<file path="config.mk">
export PLATFORM = sky130hd
export DESIGN_NAME = midi_note_receiver
export DESIGN_NICKNAME = d
export VERILOG_FILES = /design/src/rtl/midi_pkg.sv /design/src/rtl/midi_uart_rx.sv /design/src/rtl/midi_note_receiver.sv
export SDC_FILE = /design/constraint.sdc
export NUM_CORES = 1
export LEC_CHECK = 0
export BUFFER_PORTS_ARGS = -buffer_cell sky130_fd_sc_hd__buf_4
export CAP_MARGIN = 15
export CORE_ASPECT_RATIO = 0.9
export CORE_MARGIN = 2
export CORE_UTILIZATION = 28
export CTS_CLUSTER_DIAMETER = 100
export DETAILED_ROUTE_END_ITERATION = 10
export MAX_ROUTING_LAYER = met4
export PLACE_DENSITY_LB_ADDON = 0.12
export SLEW_MARGIN = 40
export SYNTH_ARGS = -nofsm -noshare
export SYNTH_HDL_FRONTEND = slang
export SYNTH_HIERARCHICAL = 1
export SYNTH_SLANG_ARGS = --single-unit
</file>
<file path="constraint.sdc">
create_clock -name pixelClk -period 2.2 [get_ports pixelClk]
set_clock_uncertainty 0.15 [all_clocks]
set_input_delay 0.44 -clock pixelClk [delete_from_list [all_inputs] [get_ports pixelClk]]
set_output_delay 0.44 -clock pixelClk [all_outputs]
set_load 0.05 [all_outputs]
</file>
<file path="src/rtl/midi_pkg.sv">
// Shared constants and state encodings for the MIDI note receiver.
package midi_pkg;
   localparam logic [3:0] NOTE_OFF = 4'h8;
   localparam logic [3:0] NOTE_ON  = 4'h9;
   localparam logic [7:0] SYS_MIN  = 8'hF0;
   localparam logic [7:0] RT_MIN   = 8'hF8;

   typedef enum logic [2:0] {IDLE, START, DATA, STOP, WAIT_HIGH} uartState_t;
   typedef enum logic [1:0] {P_IDLE, P_DATA1, P_DATA2} parseState_t;
endpackage

</file>
<file path="src/rtl/midi_uart_rx.sv">
// 8N1 UART receiver for the MIDI line: synchroniser, mid-bit sampling, framing checks.
module midi_uart_rx
   import midi_pkg::*;
#(
   parameter int CLKS_PER_BIT = 800
) (
   input  logic       pixelClk,
   input  logic       reset,
   input  logic       midiRx,
   output logic [7:0] rxByte,
   output logic       byteValid,
   output logic       framingError,
   output logic [7:0] errCount
);
   localparam int CNT_W = $clog2(CLKS_PER_BIT);
   localparam logic [CNT_W-1:0] BIT_LAST  = CNT_W'(CLKS_PER_BIT - 1);
   localparam logic [CNT_W-1:0] HALF_LAST = CNT_W'(CLKS_PER_BIT / 2 - 1);

   logic             rxMeta, rxSync, rxPrev;
   uartState_t       state, stateNext;
   logic [CNT_W-1:0] cnt;
   logic [2:0]       bitIdx;
   logic [7:0]       shiftReg;
   logic             bitTick, halfTick, cntClr;

   assign bitTick  = (cnt == BIT_LAST);
   assign halfTick = (cnt == HALF_LAST);
   assign rxByte   = shiftReg;

   always_comb begin
      stateNext = state;
      cntClr    = 1'b0;
      case (state)
         IDLE: begin
            cntClr = 1'b1;
            if (rxPrev && !rxSync) stateNext = START;
         end
         // a start bit that is high again at mid-bit is a glitch
         START: if (halfTick) begin
            cntClr    = 1'b1;
            stateNext = rxSync ? IDLE : DATA;
         end
         DATA: if (bitTick) begin
            cntClr = 1'b1;
            if (bitIdx == 3'd7) stateNext = STOP;
         end
         STOP: if (bitTick) begin
            cntClr    = 1'b1;
            stateNext = rxSync ? IDLE : WAIT_HIGH;
         end
         WAIT_HIGH: begin
            cntClr = 1'b1;
            if (rxSync) stateNext = IDLE;
         end
         default: stateNext = IDLE;
      endcase
   end

   always_ff @(posedge pixelClk) begin
      if (reset) begin
         // synchroniser clears low so reset itself can never fake a start edge
         rxMeta       <= 1'b0;
         rxSync       <= 1'b0;
         rxPrev       <= 1'b0;
         state        <= IDLE;
         cnt          <= '0;
         bitIdx       <= '0;
         shiftReg     <= '0;
         byteValid    <= 1'b0;
         framingError <= 1'b0;
         errCount     <= '0;
      end else begin
         rxMeta       <= midiRx;
         rxSync       <= rxMeta;
         rxPrev       <= rxSync;
         state        <= stateNext;
         cnt          <= cntClr ? '0 : cnt + 1'b1;
         byteValid    <= 1'b0;
         framingError <= 1'b0;
         if (state == DATA && bitTick) begin
            shiftReg <= {rxSync, shiftReg[7:1]};
            bitIdx   <= bitIdx + 1'b1;
         end
         if (state == STOP && bitTick) begin
            if (rxSync) byteValid <= 1'b1;
            else begin
               framingError <= 1'b1;
               if (errCount != 8'hFF) errCount <= errCount + 1'b1;
            end
         end
      end
   end
endmodule

</file>
<file path="src/rtl/midi_note_receiver.sv">
// MIDI front end: UART plus Note-On/Off parser holding {note, velocity} of the sounding key.
module midi_note_receiver
   import midi_pkg::*;
#(
   parameter int         CLK_FREQ = 25000000,
   parameter int         BAUD     = 31250,
   parameter logic [3:0] CHANNEL  = 4'd0,
   parameter logic       OMNI     = 1'b1
) (
   input  logic        pixelClk,
   input  logic        reset,
   input  logic        midiRx,
   output logic [15:0] midiNoteOut,
   output logic        noteValid,
   output logic        byteValid,
   output logic        framingError,
   output logic [7:0]  errCount
);
   localparam int CLKS_PER_BIT = CLK_FREQ / BAUD;

   logic [7:0]  rxByte;
   parseState_t pState, pNext;
   logic        runValid, runValidNext, runOn, runOnNext;
   logic [7:0]  noteReg, noteNext;
   logic [15:0] noteOutNext;
   logic        isNoteStatus, chanOk;

   midi_uart_rx #(.CLKS_PER_BIT(CLKS_PER_BIT)) uUart (
      .pixelClk    (pixelClk),
      .reset       (reset),
      .midiRx      (midiRx),
      .rxByte      (rxByte),
      .byteValid   (byteValid),
      .framingError(framingError),
      .errCount    (errCount)
   );

   assign isNoteStatus = (rxByte[7:4] == NOTE_ON) || (rxByte[7:4] == NOTE_OFF);
   assign chanOk       = OMNI || (rxByte[3:0] == CHANNEL);

   always_comb begin
      pNext        = pState;
      runValidNext = runValid;
      runOnNext    = runOn;
      noteNext     = noteReg;
      noteOutNext  = midiNoteOut;
      if (byteValid) begin
         if (rxByte >= RT_MIN) begin
            // realtime bytes are transparent to the parser
         end else if (rxByte >= SYS_MIN) begin
            runValidNext = 1'b0;
            pNext        = P_IDLE;
         end else if (rxByte[7]) begin
            if (isNoteStatus && chanOk) begin
               runValidNext = 1'b1;
               runOnNext    = (rxByte[7:4] == NOTE_ON);
               pNext        = P_DATA1;
            end else begin
               runValidNext = 1'b0;
               pNext        = P_IDLE;
            end
         end else begin
            case (pState)
               P_IDLE: if (runValid) begin
                  noteNext = rxByte;
                  pNext    = P_DATA2;
               end
               P_DATA1: begin
                  noteNext = rxByte;
                  pNext    = P_DATA2;
               end
               P_DATA2: begin
                  pNext = P_IDLE;
                  if (runOn && rxByte != 8'd0) noteOutNext = {noteReg, rxByte};
                  else if (noteReg == midiNoteOut[15:8]) noteOutNext = 16'd0;
               end
               default: pNext = P_IDLE;
            endcase
         end
      end
   end

   always_ff @(posedge pixelClk) begin
      if (reset) begin
         pState      <= P_IDLE;
         runValid    <= 1'b0;
         runOn       <= 1'b0;
         noteReg     <= '0;
         midiNoteOut <= '0;
         noteValid   <= 1'b0;
      end else begin
         pState      <= pNext;
         runValid    <= runValidNext;
         runOn       <= runOnNext;
         noteReg     <= noteNext;
         midiNoteOut <= noteOutNext;
         noteValid   <= (noteOutNext != midiNoteOut);
      end
   end
endmodule

</file>
==> flow_metrics.py <==
metrics = {
    "cts": {
        "cts_hold_buf": 0,
        "cts_tree": "built",
        "clk_path_buf_depth": 2,
        "post_cts_buffers": 0,
        "insertion_delay_ns": 0.33,
        "cts_sinks": 65,
        "cts_buffers": 9,
        "cts_htree_levels": 3,
        "clkTransAtPathRegs_ns": 0.06,
        "root_buffer": "clkbuf_16",
    },
    "sta": {
        "fmax_ghz": 0.4845,
        "tns_ns": 0,
        "rsz0062_at_grt": "false",
        "finalHoldViolations": 0,
        "period_needed_ns": 2.064,
        "worst_pin_slew_ns": 0.4813,
        "slew_headroom_pct": 67.91,
        "finalCritPeriodShare_pct": 93.82,
        "finalMaxSlewViolations": 0,
        "setup_viol": 0,
    },
    "synthesis": {
        "synthMuxAreaShare_pct": 3.461,
        "synth-edff-count": 0,
        "synthAdderAreaFrac_pct": 1.629,
        "syn_inst": 346,
        "synth_xor_area_share_pct": 2.565,
        "synth-simple-area-share_pct": 25.69,
        "synth_top_family_by_area": "simple AND/OR/NAND/NOR gates",
        "async_reset_ff_share_pct": 0,
        "yosys_warnings": 6,
        "synth_top_flop_cell": "dfxtp_1",
        "synthDistinctLibCells": 68,
        "syn_area_mm2": 0.003073,
        "synth_seq_cells": 65,
        "ys_seq_area_share_pct": 42.35,
        "synth-compound-area-share_pct": 19.75,
        "synth_nets": 353,
        "synth_area_per_cell_um2": 8.881,
    },
    "grt": {
        "grt_util_all_layers_pct": 14.93,
        "grt_pass1_wl_um": 13410,
        "grt_use_met3_pct": 4.720,
        "first_global_vias": 2637,
        "antenna_found_initial": 0,
        "overflow": 0,
        "grt-busiest-layer": "met1",
        "grt_use_met2_pct": 20.66,
        "met1_usage_pct": 20.96,
        "grt_max_degree": 42,
    },
    "finish": {
        "seq_area_mm2": 0.001303,
        "num-fill-cells": 1093,
        "layout.nets": 403,
        "post-route-cell-area_mm2": 0.003891,
        "multi_input_area_mm2": 0.001653,
        "drive_gt1_share_pct": 23.94,
        "mostFrequentLayoutCell": "dfxtp_1",
        "area_growth_pct": 26.63,
        "layout_common_cells": "dfxtp_1, buf_4, nor2_1",
        "num_antenna_cells": 0,
    },
    "worst_setup_path": {
        "critPathKind": "reg2reg",
        "cp-start-kind": "register",
        "cp.required_ns": 2.31,
        "rr_startpoint": "uUart/cnt[0]$_SDFF_PP0_",
        "cp-endpoint": "uUart/errCount[6]$_SDFFE_PP0P_",
        "crit_path_start": "uUart/cnt[0]$_SDFF_PP0_",
        "arrival_ns": 2.17,
        "reg2regPathDepth": 6,
        "r2r-end": "uUart/errCount[6]$_SDFFE_PP0P_",
        "crit_fanout": 11,
        "reg2reg_slack_ns": 0.14,
        "endpoint_kind": "register",
    },
    "route": {
        "via_per_inst": 5.077,
        "drt_iter0_markers": 198,
        "drt-total-wl_um": 7894,
        "wl_per_cell_um": 14.78,
        "vias": 2711,
        "drcViolationCount": 0,
        "firstDrtPassIters": 4,
        "final_antenna_net_count": 0,
    },
    "place": {
        "dpl_cell_area_mm2": 0.003587,
        "numPortBuffers": 29,
        "post-dp-hpwl_um": 5539,
        "gp_congestion": 0.8398,
    },
    "pwr": {
        "ir_drop_v": 0.0003880,
        "power.density_mw_per_mm2": 671.8,
        "leakage_uw": 0.001372,
    },
    "run": {
        "maxCapViolCount": 0,
    },
    "run_status": {
        "outcome": "complete, no violations",
    },
    "floorplanning": {
        "fp-row-count": 36,
        "die_area_mm2": 0.01183,
        "coreArea_mm2": 0.01077,
        "die_w_um": 114.4,
        "start_util_pct": 28.54,
        "die_h_um": 103.4,
        "io_pins": 30,
    },
    "hold_path": {
        "hp-class": "in2reg",
    },
}
[critical path, stage by stage, from the launching register on]
cell	delay, ns
dfxtp_1	0.37
ha_1	0.18
and4_1	0.27
a31oi_2	0.16
buf_4	0.21
or4_1	0.50
a21oi_1	0.15
[layer usage]
| metal | up-vias | wire length, um |
|---|---|---|
| met4 | 0 | 91 |
| li1 | 1354 | - |
| met5 | - | 0 |
| met3 | 9 | 386 |
| met1 | 1287 | 4167 |
| met2 | 61 | 3249 |
[cell type report]
cell class / count / area share (%)
Clock inverter: 5 / 1.447
Timing Repair Buffer: 57 / 11.00
Inverter: 14 / 1.350
Sequential cell: 65 / 33.47
Clock buffer: 11 / 5.981
Tap cell: 133 / 4.277
Multi-Input combinational cell: 249 / 42.48
[sequential cells by signal (all words and copies together), names as in the netlist]
| register | count |
|---|---|
| uUart/rxMeta | 1 |
| pState | 2 |
| uUart/rxSync | 1 |
| runValid | 1 |
| runOn | 1 |
| midiNoteOut | 16 |
| uUart/framingError | 1 |
| uUart/state | 3 |
| uUart/errCount | 8 |
| uUart/rxPrev | 1 |
| uUart/cnt | 10 |
| uUart/rxByte | 8 |
| uUart/byteValid | 1 |
| noteReg | 7 |
| noteValid | 1 |
| uUart/bitIdx | 3 |
[worst min path at each step]
stage               depth (start not counted)                 endpoint                     from
finish                                      2  uUart/rxMeta$_SDFF_PP0_                   midiRx
CTS                                         2  uUart/rxMeta$_SDFF_PP0_                   midiRx
global placement                            1  uUart/rxSync$_SDFF_PP0_  uUart/rxMeta$_SDFF_PP0_
detailed placement                          1  uUart/rxSync$_SDFF_PP0_  uUart/rxMeta$_SDFF_PP0_
global route                                2  uUart/rxMeta$_SDFF_PP0_                   midiRx
floorplan                                   1  uUart/rxSync$_SDFF_PP0_  uUart/rxMeta$_SDFF_PP0_
[cell families (layout without fill, tap and decap cells)]
kind of cell / count (synthesis) / after routing
AND/OR/NAND/NOR: 137 / 137
buffers and inverters: 32 / 87
XOR/XNOR: 9 / 9
flip-flops: 65 / 65
multiplexers: 10 / 10
AO/OA/AOI/OAI: 89 / 89
adder cells (fa/ha/maj): 4 / 4
[timing repair]
item	CTS	global route
resized for setup	0	3
endpoints found under the setup margin	0	13
hold endpoints to repair	0	0
[stage by stage]
stage | util (%) | cells | hold WS, ns | total power, uW | worst slack (ns)
after floorplan | - | 346 | 0.2638 | 1237 | 0.02001
after global placement | 33.32 | 518 | 0.2767 | 1250 | 0.1291
after detailed placement | 33.32 | 518 | 0.2785 | 1249 | 0.1053
after CTS | 36.01 | 534 | 0.1775 | 2655 | 0.09620
after global routing | 36.15 | 534 | 0.1942 | 2713 | 0.006989
final | 36.15 | 534 | 0.1794 | 2614 | 0.1359
[report_power, final]
group	total, uW	internal (uW)	switching (uW)
sequential	1180	1180	2.09
clock	1390	875	516
combinational	40.0	11.5	28.5
[synthesized netlist by cell type, types with 6 or more instances]
library cell / n / area share (%)
nand2b_1: 8 / 1.6
o21ai_0: 14 / 2.3
nand3_1: 17 / 2.8
nand2_1: 25 / 3.1
inv_1: 13 / 1.6
dfxtp_1: 65 / 42
nor3_1: 6 / 0.98
clkbuf_1: 10 / 1.2
mux2i_1: 8 / 2.6
nor2b_1: 9 / 1.8
a21oi_1: 34 / 5.5
a22oi_1: 6 / 1.5
nor2_1: 36 / 4.4
Power figures use the tool's default switching activity.
